## src/rtl/input_conditioner_if.sv

```systemverilog
// input_conditioner_if: raw pin inputs and conditioned PIO-side outputs.
// master drives raw keys/switches; slave (the conditioner) drives the rest.
interface input_conditioner_if #(
  parameter int N_BUTTONS  = 2,
  parameter int N_SWITCHES = 10
);
  logic [N_BUTTONS-1:0]  buttons_n_raw;
  logic [N_SWITCHES-1:0] switches_raw;
  logic [N_BUTTONS-1:0]  buttons_level;
  logic [N_BUTTONS-1:0]  buttons_press;
  logic [N_BUTTONS-1:0]  buttons_long;
  logic [N_BUTTONS-1:0]  buttons_repeat;
  logic [N_SWITCHES-1:0] switches_level;
  logic                  switches_changed;

  modport master (
    output buttons_n_raw,
    output switches_raw,
    input  buttons_level,
    input  buttons_press,
    input  buttons_long,
    input  buttons_repeat,
    input  switches_level,
    input  switches_changed
  );

  modport slave (
    input  buttons_n_raw,
    input  switches_raw,
    output buttons_level,
    output buttons_press,
    output buttons_long,
    output buttons_repeat,
    output switches_level,
    output switches_changed
  );
endinterface

```

## src/rtl/input_conditioner.sv

```systemverilog
// input_conditioner: 2-FF sync + debounce of keys/switches, per-button
// press/long/repeat pulses and a switch-change strobe.
// Ports: clk_clk, reset_reset (sync, active-high), io (slave modport):
//   buttons_n_raw/switches_raw in; buttons_level/press/long/repeat,
//   switches_level, switches_changed out (all registered).
module input_conditioner #(
  parameter int N_BUTTONS         = 2,
  parameter int N_SWITCHES        = 10,
  parameter int DEBOUNCE_CYCLES   = 1000000,
  parameter int LONG_PRESS_CYCLES = 50000000,
  parameter int REPEAT_CYCLES     = 10000000
) (
  input logic                clk_clk,
  input logic                reset_reset,
  input_conditioner_if.slave io
);
  localparam int NB = N_BUTTONS;
  localparam int W  = N_BUTTONS + N_SWITCHES;
  localparam int DW = $clog2(DEBOUNCE_CYCLES);
  localparam int HW = $clog2(LONG_PRESS_CYCLES);
  localparam int RW = $clog2(REPEAT_CYCLES);

  localparam logic [DW-1:0] DB_LAST =
    DW'(DEBOUNCE_CYCLES - 1);
  // long fires on the edge the hold count would reach
  // LONG_PRESS_CYCLES-1, i.e. that many edges after the press pulse
  localparam logic [HW-1:0] HOLD_LAST =
    HW'(LONG_PRESS_CYCLES - 2);
  localparam logic [RW-1:0] REP_LAST =
    RW'(REPEAT_CYCLES - 1);

  typedef enum logic [1:0] {
    IDLE,
    PRESSED,
    HELD
  } btn_st_e;

  logic [NB-1:0]         bsync1_q;
  logic [NB-1:0]         bsync2_q;
  logic [N_SWITCHES-1:0] ssync1_q;
  logic [N_SWITCHES-1:0] ssync2_q;

  // buttons in pressed-high polarity, switches above them
  logic [W-1:0]  synced;
  logic [W-1:0]  stable_q;
  logic [W-1:0]  stable_d;
  logic [DW-1:0] db_cnt_q [W];
  logic [DW-1:0] db_cnt_d [W];

  btn_st_e       st_q   [NB];
  btn_st_e       st_d   [NB];
  logic [HW-1:0] hold_q [NB];
  logic [HW-1:0] hold_d [NB];
  logic [RW-1:0] rep_q  [NB];
  logic [RW-1:0] rep_d  [NB];

  logic [NB-1:0] press_q;
  logic [NB-1:0] press_d;
  logic [NB-1:0] long_q;
  logic [NB-1:0] long_d;
  logic [NB-1:0] repeat_q;
  logic [NB-1:0] repeat_d;
  logic          chg_q;
  logic          chg_d;

  logic [NB-1:0] rise;
  logic [NB-1:0] fall;

  assign synced = {ssync2_q, ~bsync2_q};

  always_comb begin
    stable_d = stable_q;
    for (int i = 0; i < W; i++) begin
      db_cnt_d[i] = '0;
      if (synced[i] != stable_q[i]) begin
        if (db_cnt_q[i] == DB_LAST) begin
          stable_d[i] = synced[i];
        end else begin
          db_cnt_d[i] = db_cnt_q[i] + DW'(1);
        end
      end
    end
  end

  assign rise  = stable_d[NB-1:0] & ~stable_q[NB-1:0];
  assign fall  = ~stable_d[NB-1:0] & stable_q[NB-1:0];
  assign chg_d = |(stable_d[W-1:NB] ^ stable_q[W-1:NB]);

  always_comb begin
    for (int b = 0; b < NB; b++) begin
      st_d[b]     = st_q[b];
      hold_d[b]   = hold_q[b];
      rep_d[b]    = rep_q[b];
      press_d[b]  = 1'b0;
      long_d[b]   = 1'b0;
      repeat_d[b] = 1'b0;
      if (fall[b]) begin
        st_d[b]   = IDLE;
        hold_d[b] = '0;
        rep_d[b]  = '0;
      end else begin
        unique case (st_q[b])
          IDLE: begin
            if (rise[b]) begin
              st_d[b]    = PRESSED;
              press_d[b] = 1'b1;
              hold_d[b]  = '0;
            end
          end
          PRESSED: begin
            if (hold_q[b] == HOLD_LAST) begin
              st_d[b]   = HELD;
              long_d[b] = 1'b1;
              hold_d[b] = '0;
              rep_d[b]  = '0;
            end else begin
              hold_d[b] = hold_q[b] + HW'(1);
            end
          end
          HELD: begin
            if (rep_q[b] == REP_LAST) begin
              repeat_d[b] = 1'b1;
              rep_d[b]    = '0;
            end else begin
              rep_d[b] = rep_q[b] + RW'(1);
            end
          end
          default: begin
            st_d[b] = IDLE;
          end
        endcase
      end
    end
  end

  always_ff @(posedge clk_clk) begin
    if (reset_reset) begin
      bsync1_q <= '1;
      bsync2_q <= '1;
      ssync1_q <= '0;
      ssync2_q <= '0;
      stable_q <= '0;
      for (int i = 0; i < W; i++) begin
        db_cnt_q[i] <= '0;
      end
      for (int b = 0; b < NB; b++) begin
        st_q[b]   <= IDLE;
        hold_q[b] <= '0;
        rep_q[b]  <= '0;
      end
      press_q  <= '0;
      long_q   <= '0;
      repeat_q <= '0;
      chg_q    <= 1'b0;
    end else begin
      bsync1_q <= io.buttons_n_raw;
      bsync2_q <= bsync1_q;
      ssync1_q <= io.switches_raw;
      ssync2_q <= ssync1_q;
      stable_q <= stable_d;
      for (int i = 0; i < W; i++) begin
        db_cnt_q[i] <= db_cnt_d[i];
      end
      for (int b = 0; b < NB; b++) begin
        st_q[b]   <= st_d[b];
        hold_q[b] <= hold_d[b];
        rep_q[b]  <= rep_d[b];
      end
      press_q  <= press_d;
      long_q   <= long_d;
      repeat_q <= repeat_d;
      chg_q    <= chg_d;
    end
  end

  assign io.buttons_level    = stable_q[NB-1:0];
  assign io.switches_level   = stable_q[W-1:NB];
  assign io.buttons_press    = press_q;
  assign io.buttons_long     = long_q;
  assign io.buttons_repeat   = repeat_q;
  assign io.switches_changed = chg_q;
endmodule

```

## src/flat_wrapper.sv

```systemverilog
// flat-port wrapper written by rule: the top's interface ports become plain ports
module input_conditioner_flat 
#(
  parameter int N_BUTTONS         = 2,
  parameter int N_SWITCHES        = 10,
  parameter int DEBOUNCE_CYCLES   = 1000000,
  parameter int LONG_PRESS_CYCLES = 50000000,
  parameter int REPEAT_CYCLES     = 10000000
)
  (clk_clk, reset_reset, io_buttons_n_raw, io_switches_raw, io_buttons_level, io_buttons_press, io_buttons_long, io_buttons_repeat, io_switches_level, io_switches_changed);
  input_conditioner_if #(.N_BUTTONS(N_BUTTONS), .N_SWITCHES(N_SWITCHES)) io_i ();
  input logic clk_clk;
  input logic reset_reset;
  input wire logic [$bits(io_i.buttons_n_raw)-1:0] io_buttons_n_raw;
  input wire logic [$bits(io_i.switches_raw)-1:0] io_switches_raw;
  output wire logic [$bits(io_i.buttons_level)-1:0] io_buttons_level;
  output wire logic [$bits(io_i.buttons_press)-1:0] io_buttons_press;
  output wire logic [$bits(io_i.buttons_long)-1:0] io_buttons_long;
  output wire logic [$bits(io_i.buttons_repeat)-1:0] io_buttons_repeat;
  output wire logic [$bits(io_i.switches_level)-1:0] io_switches_level;
  output wire logic [$bits(io_i.switches_changed)-1:0] io_switches_changed;
  assign io_i.buttons_n_raw = io_buttons_n_raw;
  assign io_i.switches_raw = io_switches_raw;
  assign io_buttons_level = io_i.buttons_level;
  assign io_buttons_press = io_i.buttons_press;
  assign io_buttons_long = io_i.buttons_long;
  assign io_buttons_repeat = io_i.buttons_repeat;
  assign io_switches_level = io_i.switches_level;
  assign io_switches_changed = io_i.switches_changed;
  input_conditioner #(.N_BUTTONS(N_BUTTONS), .N_SWITCHES(N_SWITCHES), .DEBOUNCE_CYCLES(DEBOUNCE_CYCLES), .LONG_PRESS_CYCLES(LONG_PRESS_CYCLES), .REPEAT_CYCLES(REPEAT_CYCLES)) u_core (.clk_clk(clk_clk), .reset_reset(reset_reset), .io(io_i));
endmodule
```

## config.mk

```make
export PLATFORM = sky130hd
export DESIGN_NAME = input_conditioner_flat
export DESIGN_NICKNAME = d
export VERILOG_FILES = /design/src/rtl/input_conditioner_if.sv /design/src/rtl/input_conditioner.sv /design/src/flat_wrapper.sv
export SDC_FILE = /design/constraint.sdc
export NUM_CORES = 1
export LEC_CHECK = 0
export ABC_AREA = 1
export CORE_MARGIN = 10
export CORE_UTILIZATION = 50
export CTS_CLUSTER_SIZE = 10
export DETAILED_ROUTE_END_ITERATION = 8
export PLACE_DENSITY = 0.66
export SLEW_MARGIN = 5
export SYNTH_ARGS = -nofsm -noshare
export SYNTH_HDL_FRONTEND = slang
export SYNTH_SLANG_ARGS = --single-unit
```

## constraint.sdc

```tcl
create_clock -name clk_clk -period 2.6 [get_ports clk_clk]
set_input_delay 0.26 -clock clk_clk [delete_from_list [all_inputs] [get_ports clk_clk]]
set_output_delay 0.26 -clock clk_clk [all_outputs]
set_load 0.02 [all_outputs]
```

==> results of run 1 <==
==> worst max-delay path: stages (launching register included) <==
cell and delay [ps]:
dfxtp_1 350, ha_1 190, nand2_1 80, nor2_2 150, nand4_2 140, nor2_4 190
nand3_1 140, nand2_2 300, buf_4 270, a21oi_1 60
==> through the flow <==
stage / instances / worst slack, ps / utilization, % / total power [uW] / hold WS [ps]
2_1_floorplan: 2928 / 1010 / - / 6190 / 364
3_3_place_gp: 3443 / 641 / 52.4 / 6250 / 392
3_5_place_dp: 3443 / 544 / 52.4 / 6250 / 393
4_1_cts: 3505 / 549 / 55.6 / 12000 / 151
5_1_grt: 3505 / 380 / 55.6 / 12300 / 172
6_report: 3505 / 575 / 55.6 / 11800 / 187
==> power groups by stage <==
| stage | combinational, uW | clock (uW) | sequential (uW) |
|---|---|---|---|
| floorplan | 98.7 | 0 | 6090 |
| global placement | 152 | 0 | 6100 |
| detailed placement | 156 | 0 | 6100 |
| CTS | 158 | 5890 | 5970 |
| global route | 174 | 6110 | 5970 |
| finish | 156 | 5690 | 5970 |
==> cells in the final DEF, fill, tap and decap left out, types with 4 or more instances in the layout <==
| cell type | synthesis | layout |
|---|---|---|
| clkbuf_1 | 16 | 7 |
| o21bai_1 | 5 | 5 |
| or2_2 | 49 | 49 |
| a21oi_1 | 208 | 208 |
| clkbuf_16 | 0 | 46 |
| nor4_1 | 13 | 13 |
| nand4_1 | 107 | 107 |
| nand3_2 | 5 | 5 |
| o21a_1 | 13 | 13 |
| nor2_1 | 445 | 445 |
| nand2_2 | 9 | 9 |
| xor2_1 | 77 | 77 |
| inv_1 | 350 | 350 |
| nor3_1 | 115 | 115 |
| a31oi_1 | 8 | 8 |
| nor3_2 | 4 | 4 |
| buf_4 | 11 | 21 |
| or2_0 | 7 | 7 |
| nor2_4 | 8 | 8 |
| nor3b_1 | 16 | 16 |
| inv_2 | 7 | 7 |
| xnor2_1 | 28 | 28 |
| nor2_2 | 19 | 19 |
| a211oi_1 | 9 | 9 |
| nand3b_1 | 9 | 9 |
| ha_1 | 18 | 18 |
| clkdlybuf4s50_1 | 0 | 31 |
| o21ai_0 | 45 | 44 |
| dfxtp_1 | 387 | 387 |
| nand3_1 | 304 | 304 |
| nand2_1 | 577 | 577 |
==> layout make-up <==
class	instances	area share [%]
Multi-Input combinational cell	2116	47.4
Sequential cell	387	35.2
Inverter	360	6.14
Clock buffer	55	5.48
Tap cell	525	2.99
Timing Repair Buffer	56	2.38
Clock inverter	6	0.353
==> final timing paths <==
| path | from | to | slack (ps) | cells past startpoint |
|---|---|---|---|---|
| worst min-delay path | io_switches_raw[8] | u_core.ssync1_q[8]$_SDFF_PP0_ | 190 | 3 |
| worst max register to register | u_core.db_cnt_q[0][20]$_SDFF_PP0_ | u_core.st_q[0][2]$_SDFFE_PP0P_ | 570 | 9 |
| worst max-delay path | u_core.db_cnt_q[0][20]$_SDFF_PP0_ | u_core.st_q[0][2]$_SDFFE_PP0P_ | 570 | 9 |
| worst min register to register | u_core.bsync1_q[0]$_SDFF_PP1_ | u_core.bsync2_q[0]$_SDFF_PP1_ | 400 | 1 |
==> routing by layer <==
metal | share of wire (%) | routed length, microns | global-route usage, % | up-vias
met2 | 46 | 20400 | 30.2 | 314
met3 | 4.1 | 1820 | 2.79 | 72
met1 | 48 | 21300 | 24.1 | 8362
met4 | 2.2 | 971 | 6.23 | 0
met5 | 0 | 0 | 0 | -
li1 | - | - | - | 9601
==> sequential cells by signal, summed over array words and instances (netlist names) <==
signal	flops
u_core.st_q	4
u_core.stable_q	12
u_core.ssync1_q	10
u_core.hold_q	52
u_core.rep_q	48
u_core.io.buttons_long	2
u_core.io.switches_changed	1
u_core.io.buttons_repeat	2
u_core.db_cnt_q	240
u_core.ssync2_q	10
u_core.bsync2_q	2
u_core.bsync1_q	2
u_core.io.buttons_press	2
==> cell families after synthesis <==
family | after synthesis | share of synthesized area [%]
AO/OA/AOI/OAI | 294 | 7.86
XOR/XNOR | 105 | 4.62
adder cells (fa/ha/maj) | 18 | 1.13
buffers and inverters | 425 | 8.57
flip-flops | 387 | 39.0
AND/OR/NAND/NOR | 1699 | 38.9
==> what timing repair did <==
item                      4_1_cts  5_1_grt
setup buffers                   0        0
hold endpoints to repair        1        0
hold buffers                    1        0
==> results.cfg, run 1 <==
[worst_setup_path]
startpoint_type = flip-flop
cp_max_fo = 14
cp-end-kind = flip-flop
crit_required_ps = 3040
arrival_ps = 2470
path_class = flip-flop to flip-flop

[finish]
fin_nets = 2999
nFillCells = 3833
syn_to_final_growth_pct = 10.6
register_area_sq_um = 7750
drive_above_1_share_pct = 6.34
finalInstanceArea_sq_um = 22000
insertedDiodeCount = 0
multiInputGateArea_sq_um = 10400

[grt]
grt_start_max_net_pins = 32
grt.total_usage_pct = 18.4
grt_overflow = 0
grt_pass1_wl_mm = 77.0
grt_pass1_vias = 17100
grt_antenna_before_repair = 0

[timing]
relSlewSlack_pct = 42.4
setup_tns_ps = 0
fin_crit_ps = 2030
rsz0062_at_grt = false
period_share_pct = 77.9
worst_pin_slew_ps = 864
drv_slew = 0
max_freq_ghz = 0.494
fin_skew_ps = 18.2
setup_violations = 0
finalHoldViolCount = 0

[pwr]
switchingPower_uw = 2560
vdd_drop_max_mv = 0.484
sw_frac_of_total_pct = 21.6
p_int_uw = 9260
combinationalPowerShare_pct = 1.3
power_density_nw_per_um2 = 537
clkPwrFrac_pct = 48.2
p_leak_uw = 0.00759
seqPwrFrac_pct = 50.5

[place]
dp_hpwl_mm = 31.7
gp_congestion = 0.920
port_buffers = 32
place_area_sq_um = 20700

[detailed_routing]
vias_per_cell = 5.24
drt_iter0_drc = 1127
routedWlPerCell_microns = 12.7
drc = 0
num_vias = 18300
first_pass_iters = 7
totalWireLength_mm = 44.5
antenna_left = 0

[clock_tree]
cts_tree = done
cts_buffers = 46
htreeDepth = 2
path_clk_slew_ps = 60
root_buffer = clkbuf_16
cts.sinks = 387
clk-insertion-delay-late_ps = 590
cts_buffer_depth = 3
ctsResizeCount = 0

[floorplanning]
core_sq_um = 39500
dieArea_sq_um = 48200
initial_core_util_pct = 50.3
die_w_microns = 219
io_pins = 33
num_rows = 73
die_h_microns = 219

[logic_synthesis]
syn_nets = 2960
yosys.area.top_type = dfxtp_1
yosys-top-cells-area = dfxtp_1 (39%), nand2_1 (11%), nor2_1 (8.4%)
synthFlopType = dfxtp_1
ys_warn_count = 0
synth_seq_cells = 387
syn-instance-count = 2928
synthArstFlopShare_pct = 0
synth_most_common_cell = nand2_1
ys_types = 47
netlist_area_sq_um = 19900
yosysSeqAreaShare_pct = 39.0
yosysTopAreaCellShare_pct = 39.0
avgSynthCellArea_sq_um = 6.79
synth-edff-count = 0
synth_common_cells = nand2_1 (577), nor2_1 (445), dfxtp_1 (387), inv_1 (350), nand3_1 (304)

[status]
status = completed

[run]
max_cap_viol_count = 0

[hold_path]
min_path_type = primary input to flip-flop
Power figures use the tool's default switching activity.
==> inputs of run 2 (changes only) <==
==> constraint.sdc (replaced) <==
create_clock -name clk_clk -period 2.1 [get_ports clk_clk]
set_input_delay 0.21 -clock clk_clk [delete_from_list [all_inputs] [get_ports clk_clk]]
set_output_delay 0.21 -clock clk_clk [all_outputs]
set_load 0.02 [all_outputs]
==> run 2 against run 1 <==
Against the previous run: combinational power rose by 29%; clock-buffer cell count is 2 higher; non-clock buffer count rose by 18; design area increased by 1.0%; sequential share of layout area down 0.35 points; worst setup slack got worse by 400 ps; hold slack lost 36 ps; critical path depth shrank 8; via count down 0.41%; final cell count up 0.54%; global-route usage fell by 0.23 points; routed wire length decreased by 0.84%.
==> results.cfg, run 2 (synthesis gave the netlist of run 1 again) <==
[worst_setup_path]
cp_max_fo = 6
arrival_ps = 1710
crit_buf_inv = 1
crit_path_max_incr_delay_ps = 670
cp-end-kind = output port
worstPathCellList = clkdlybuf4s50_1
slowest_stage = clkdlybuf4s50_1
r2r-start = u_core.db_cnt_q[0][0]$_SDFF_PP0_
startpoint_type = flip-flop
path_delay_family = buffers and inverters
path_class = flip-flop to output port
cp-startpoint = u_core.stable_q[1]$_SDFF_PP0_
crit_required_ps = 1890

[timing]
fin_skew_ps = 15.4
rsz0062_at_grt = false
drv_slew = 0
relSlewSlack_pct = 64.2
period_share_pct = 91.5
setup_tns_ps = 0
finalHoldViolCount = 0
worst_pin_slew_ps = 537
fin_crit_ps = 1920
holdWs_ps = 151
max_freq_ghz = 0.521
setup_violations = 0

[finish]
insertedDiodeCount = 0
top_register = u_core.db_cnt_q
nFillCells = 3811
final_cells = 3524
top_regs = u_core.db_cnt_q x240, u_core.hold_q x52, u_core.rep_q x48
largest_reg_flops = 240
fin_nets = 3017
final_common_cell = nand2_1
syn_to_final_growth_pct = 11.7
drive_above_1_share_pct = 7.07
layout_common_cells = nand2_1 (577), nor2_1 (445), dfxtp_1 (387), inv_1 (350), nand3_1 (302)

[run]
max_cap_viol_count = 0

[floorplanning]
die_w_microns = 219
num_rows = 73
core_sq_um = 39500
io_pins = 33
initial_core_util_pct = 50.3
dieArea_sq_um = 48200
die_h_microns = 219

[place]
gp_congestion = 0.947
placed_cells = 3461
dp_hpwl_mm = 31.8
port_buffers = 32

[grt]
grt_overflow = 0
grt_pass1_vias = 17100
grt.total_usage_pct = 18.1
grt_start_max_net_pins = 38
grt_antenna_before_repair = 1
grt_pass1_wl_mm = 76.0

[pwr]
vdd_drop_max_mv = 0.683
power_density_nw_per_um2 = 666
p_leak_uw = 0.00770

[clock_tree]
cts_buffers = 46
cts_tree = done
cts.sinks = 387
clk-insertion-delay-late_ps = 570
post_cts.repair.setup_buffers = 0
cts_buffer_depth = 3
htreeDepth = 2
path_clk_slew_ps = 50
root_buffer = clkbuf_16

[detailed_routing]
num_vias = 18300
drc = 0
drt_iter0_drc = 1035
routedWlPerCell_microns = 12.5
totalWireLength_mm = 44.2
antenna_left = 0
vias_per_cell = 5.19
first_pass_iters = 5

[status]
status = completed

[hold_path]
min_path_type = primary input to flip-flop
hold_start = io_switches_raw[3]
run 2: cell types whose count changed in the layout (fill, tap and decap cells not counted), moves of 2 or more:
cell	delta
buf_12	+3
clkbuf_8	+3
buf_4	+14
nand3_1	-2
nand3_2	+2
run 2: cell type report:
cell class,instances,area [sq um],area share (%)
clock inverters,5,68.8,0.310
clock buffers,57,1240,5.59
inverters,360,1350,6.08
multi-input cells,2116,10500,47.0
repair buffers,74,699,3.15
flip-flops and latches,387,7750,34.9
well taps,525,657,2.96
run 2: through the flow:
stage                     area, sq um  power, uW  setup WS, ps  util (%)
after floorplan                 19900       7670           513         -
after global placement          20900       7750           180      52.8
after detailed placement        20900       7750          47.7      52.8
after CTS                       22200      15000          32.4      56.1
after global routing            22200      15300          23.6      56.2
final                           22200      14800           179      56.2
run 2: final timing paths:
path | end | slack, ps | cells after the start
max | io_buttons_level[1] | 180 | 1
min | u_core.ssync1_q[3]$_SDFF_PP0_ | 150 | 3
max reg2reg | u_core.db_cnt_q[0][9]$_SDFF_PP0_ | 220 | 9
min reg2reg | u_core.ssync2_q[1]$_SDFF_PP0_ | 390 | 2
run 2: layer usage:
metal	share of wire, %	GRT usage (%)	vias up
met5	0	0	-
met4	1.9	5.01	0
met3	4.1	3.11	68
met2	47	30.8	261
met1	47	23.2	8328
li1	-	-	9616
run 2: timing repair:
item / CTS / global route
gates resized for setup: 0 / 4
hold endpoints to repair: 2 / 0
endpoints found under the setup margin: 0 / 21
hold buffers: 1 / 0
run 2: power breakdown:
part	switching, uW	total, uW	internal (uW)
Clock	2980	7200	4220
Sequential	16.2	7390	7380
Combinational	128	202	73.4
Total	3120	14800	11700
==> inputs of run 3 (changes only) <==
--- a/config.mk
+++ b/config.mk
@@ -6,10 +6,12 @@
 export NUM_CORES = 1
 export LEC_CHECK = 0
 export ABC_AREA = 1
+export CORE_ASPECT_RATIO = 1.5
 export CORE_MARGIN = 10
 export CORE_UTILIZATION = 50
 export CTS_CLUSTER_SIZE = 10
 export DETAILED_ROUTE_END_ITERATION = 8
+export MAX_ROUTING_LAYER = met4
 export PLACE_DENSITY = 0.66
 export SLEW_MARGIN = 5
 export SYNTH_ARGS = -nofsm -noshare
==> run 3 against run 2 <==
Against the previous run: clock power shrank 2%; core utilization is 0.14 points higher; fmax about the same; first-iteration DRC count decreased by 25%.
==> results.cfg, run 3 (synthesis gave the netlist of run 1 again) <==
[floorplanning]
core_sq_um = 39300
io_pins = 33
die_w_microns = 183
die_h_microns = 264
num_rows = 89
dieArea_sq_um = 48300
initial_core_util_pct = 50.6

[timing]
setup_tns_ps = 0
setup_violations = 0
period_share_pct = 91.5
holdWs_ps = 152
finalHoldViolCount = 0
relSlewSlack_pct = 65.6
worst_pin_slew_ps = 515
max_freq_ghz = 0.520
fin_skew_ps = 13.7
fin_crit_ps = 1920
drv_slew = 0
rsz0062_at_grt = false

[finish]
top_regs = u_core.db_cnt_q x240, u_core.hold_q x52, u_core.rep_q x48
final_common_cell = nand2_1
drive_above_1_share_pct = 7.13
largest_reg_flops = 240
top_register = u_core.db_cnt_q
final_core_util_pct = 56.3
syn_to_final_growth_pct = 11.3
fin_nets = 3024
final_cells = 3500
insertedDiodeCount = 0
layout_common_cells = nand2_1 (577), nor2_1 (445), dfxtp_1 (387), inv_1 (350), nand3_1 (303)
finalInstanceArea_sq_um = 22100

[detailed_routing]
vias_per_cell = 5.33
num_vias = 18700
drc = 0
routedWlPerCell_microns = 13.2
drt_iter0_drc = 772
antenna_left = 0
totalWireLength_mm = 46.2
first_pass_iters = 7

[clock_tree]
htreeDepth = 2
cts.sinks = 387
cts_buffer_depth = 3
cts_tree = done
clk-insertion-delay-late_ps = 570
root_buffer = clkbuf_16
path_clk_slew_ps = 60
cts_buffers = 45

[grt]
grt_overflow = 0
grt_pass1_wl_mm = 80.4
grt_antenna_before_repair = 0
grt.total_usage_pct = 19.5
grt_start_max_net_pins = 28
grt_pass1_vias = 18100

[place]
port_buffers = 32
dp_hpwl_mm = 34.1
gp_congestion = 0.963
placed_cells = 3444
place_area_sq_um = 20800

[worst_setup_path]
crit_buf_inv = 0
worstPathCellList = ha_1 -> nand2_1 -> nor2_2 -> nand4_2 -> nor2_4 -> nand4_4 -> nand3_1 -> a21oi_1
rr_worst_depth = 8
path_depth = 8
path_delay_family = simple AND/OR/NAND/NOR gates
cp_max_fo = 27
arrival_ps = 2360
crit_path_max_incr_delay_ps = 400
cp-end-kind = flip-flop
slowest_stage = nand4_4
startpoint_type = flip-flop
path_class = flip-flop to flip-flop
crit_required_ps = 2540

[pwr]
vdd_drop_max_mv = 0.615
power_density_nw_per_um2 = 661
p_leak_uw = 0.00770

[status]
status = completed

[hold_path]
hold_path_depth = 3
min_path_type = primary input to flip-flop

[run]
max_cap_viol_count = 0
-- run 3: worst register-to-register path, stage by stage, from the launching register on --
cell	delay [ps]
dfxtp_1	350
ha_1	200
nand2_1	90
nor2_2	140
nand4_2	140
nor2_4	200
nand4_4	400
nand3_1	210
a21oi_1	80
-- run 3: report_power, final --
part	switching, uW	internal [uW]	leakage, uW
clock network	2980	4070	0.000621
logic	128	69.5	0.00395
registers	15.5	7380	0.00312
total	3120	11500	0.00770
-- run 3: cell type report --
class / count / area, sq um
multi-input cells: 2116 / 10400
repair buffers: 82 / 693
fillers: 3837 / 17200
inverters: 360 / 1350
clock buffers: 51 / 1180
clock inverters: 4 / 98.8
well taps: 500 / 626
flip-flops and latches: 387 / 7750
-- run 3: repair_timing --
| action | 4_1_cts | 5_1_grt |
|---|---|---|
| hold buffers | 1 | 0 |
| endpoints found under the setup margin | 0 | 1 |
| buffers inserted | 0 | 0 |
| hold endpoints to repair | 1 | 0 |
| resized for setup | 0 | 1 |
-- run 3: worst paths after layout --
path,end,slack [ps],startpoint
hold / removal,u_core.ssync1_q[0]$_SDFF_PP0_,150,io_switches_raw[0]
setup reg to reg,u_core.hold_q[0][38]$_SDFFE_PP0P_,180,u_core.db_cnt_q[0][20]$_SDFF_PP0_
setup / recovery,u_core.hold_q[0][38]$_SDFFE_PP0P_,180,u_core.db_cnt_q[0][20]$_SDFF_PP0_
hold reg to reg,u_core.ssync2_q[5]$_SDFF_PP0_,400,u_core.ssync1_q[5]$_SDFF_PP0_
-- run 3: stage by stage --
step                power [uW]  setup slack, ps
detailed placement        7750              190
floorplan                 7670              513
global placement          7740              253
global route             15200             12.4
finish                   14600              178
CTS                      14900              176
-- run 3: layer usage --
metal,share of wire [%],GRT usage [%],vias up
li1,-,-,9628
met1,41,20.8,8588
met2,52,35.8,322
met3,3.3,2.63,118
met4,3.2,7.21,0
met5,0,-,-
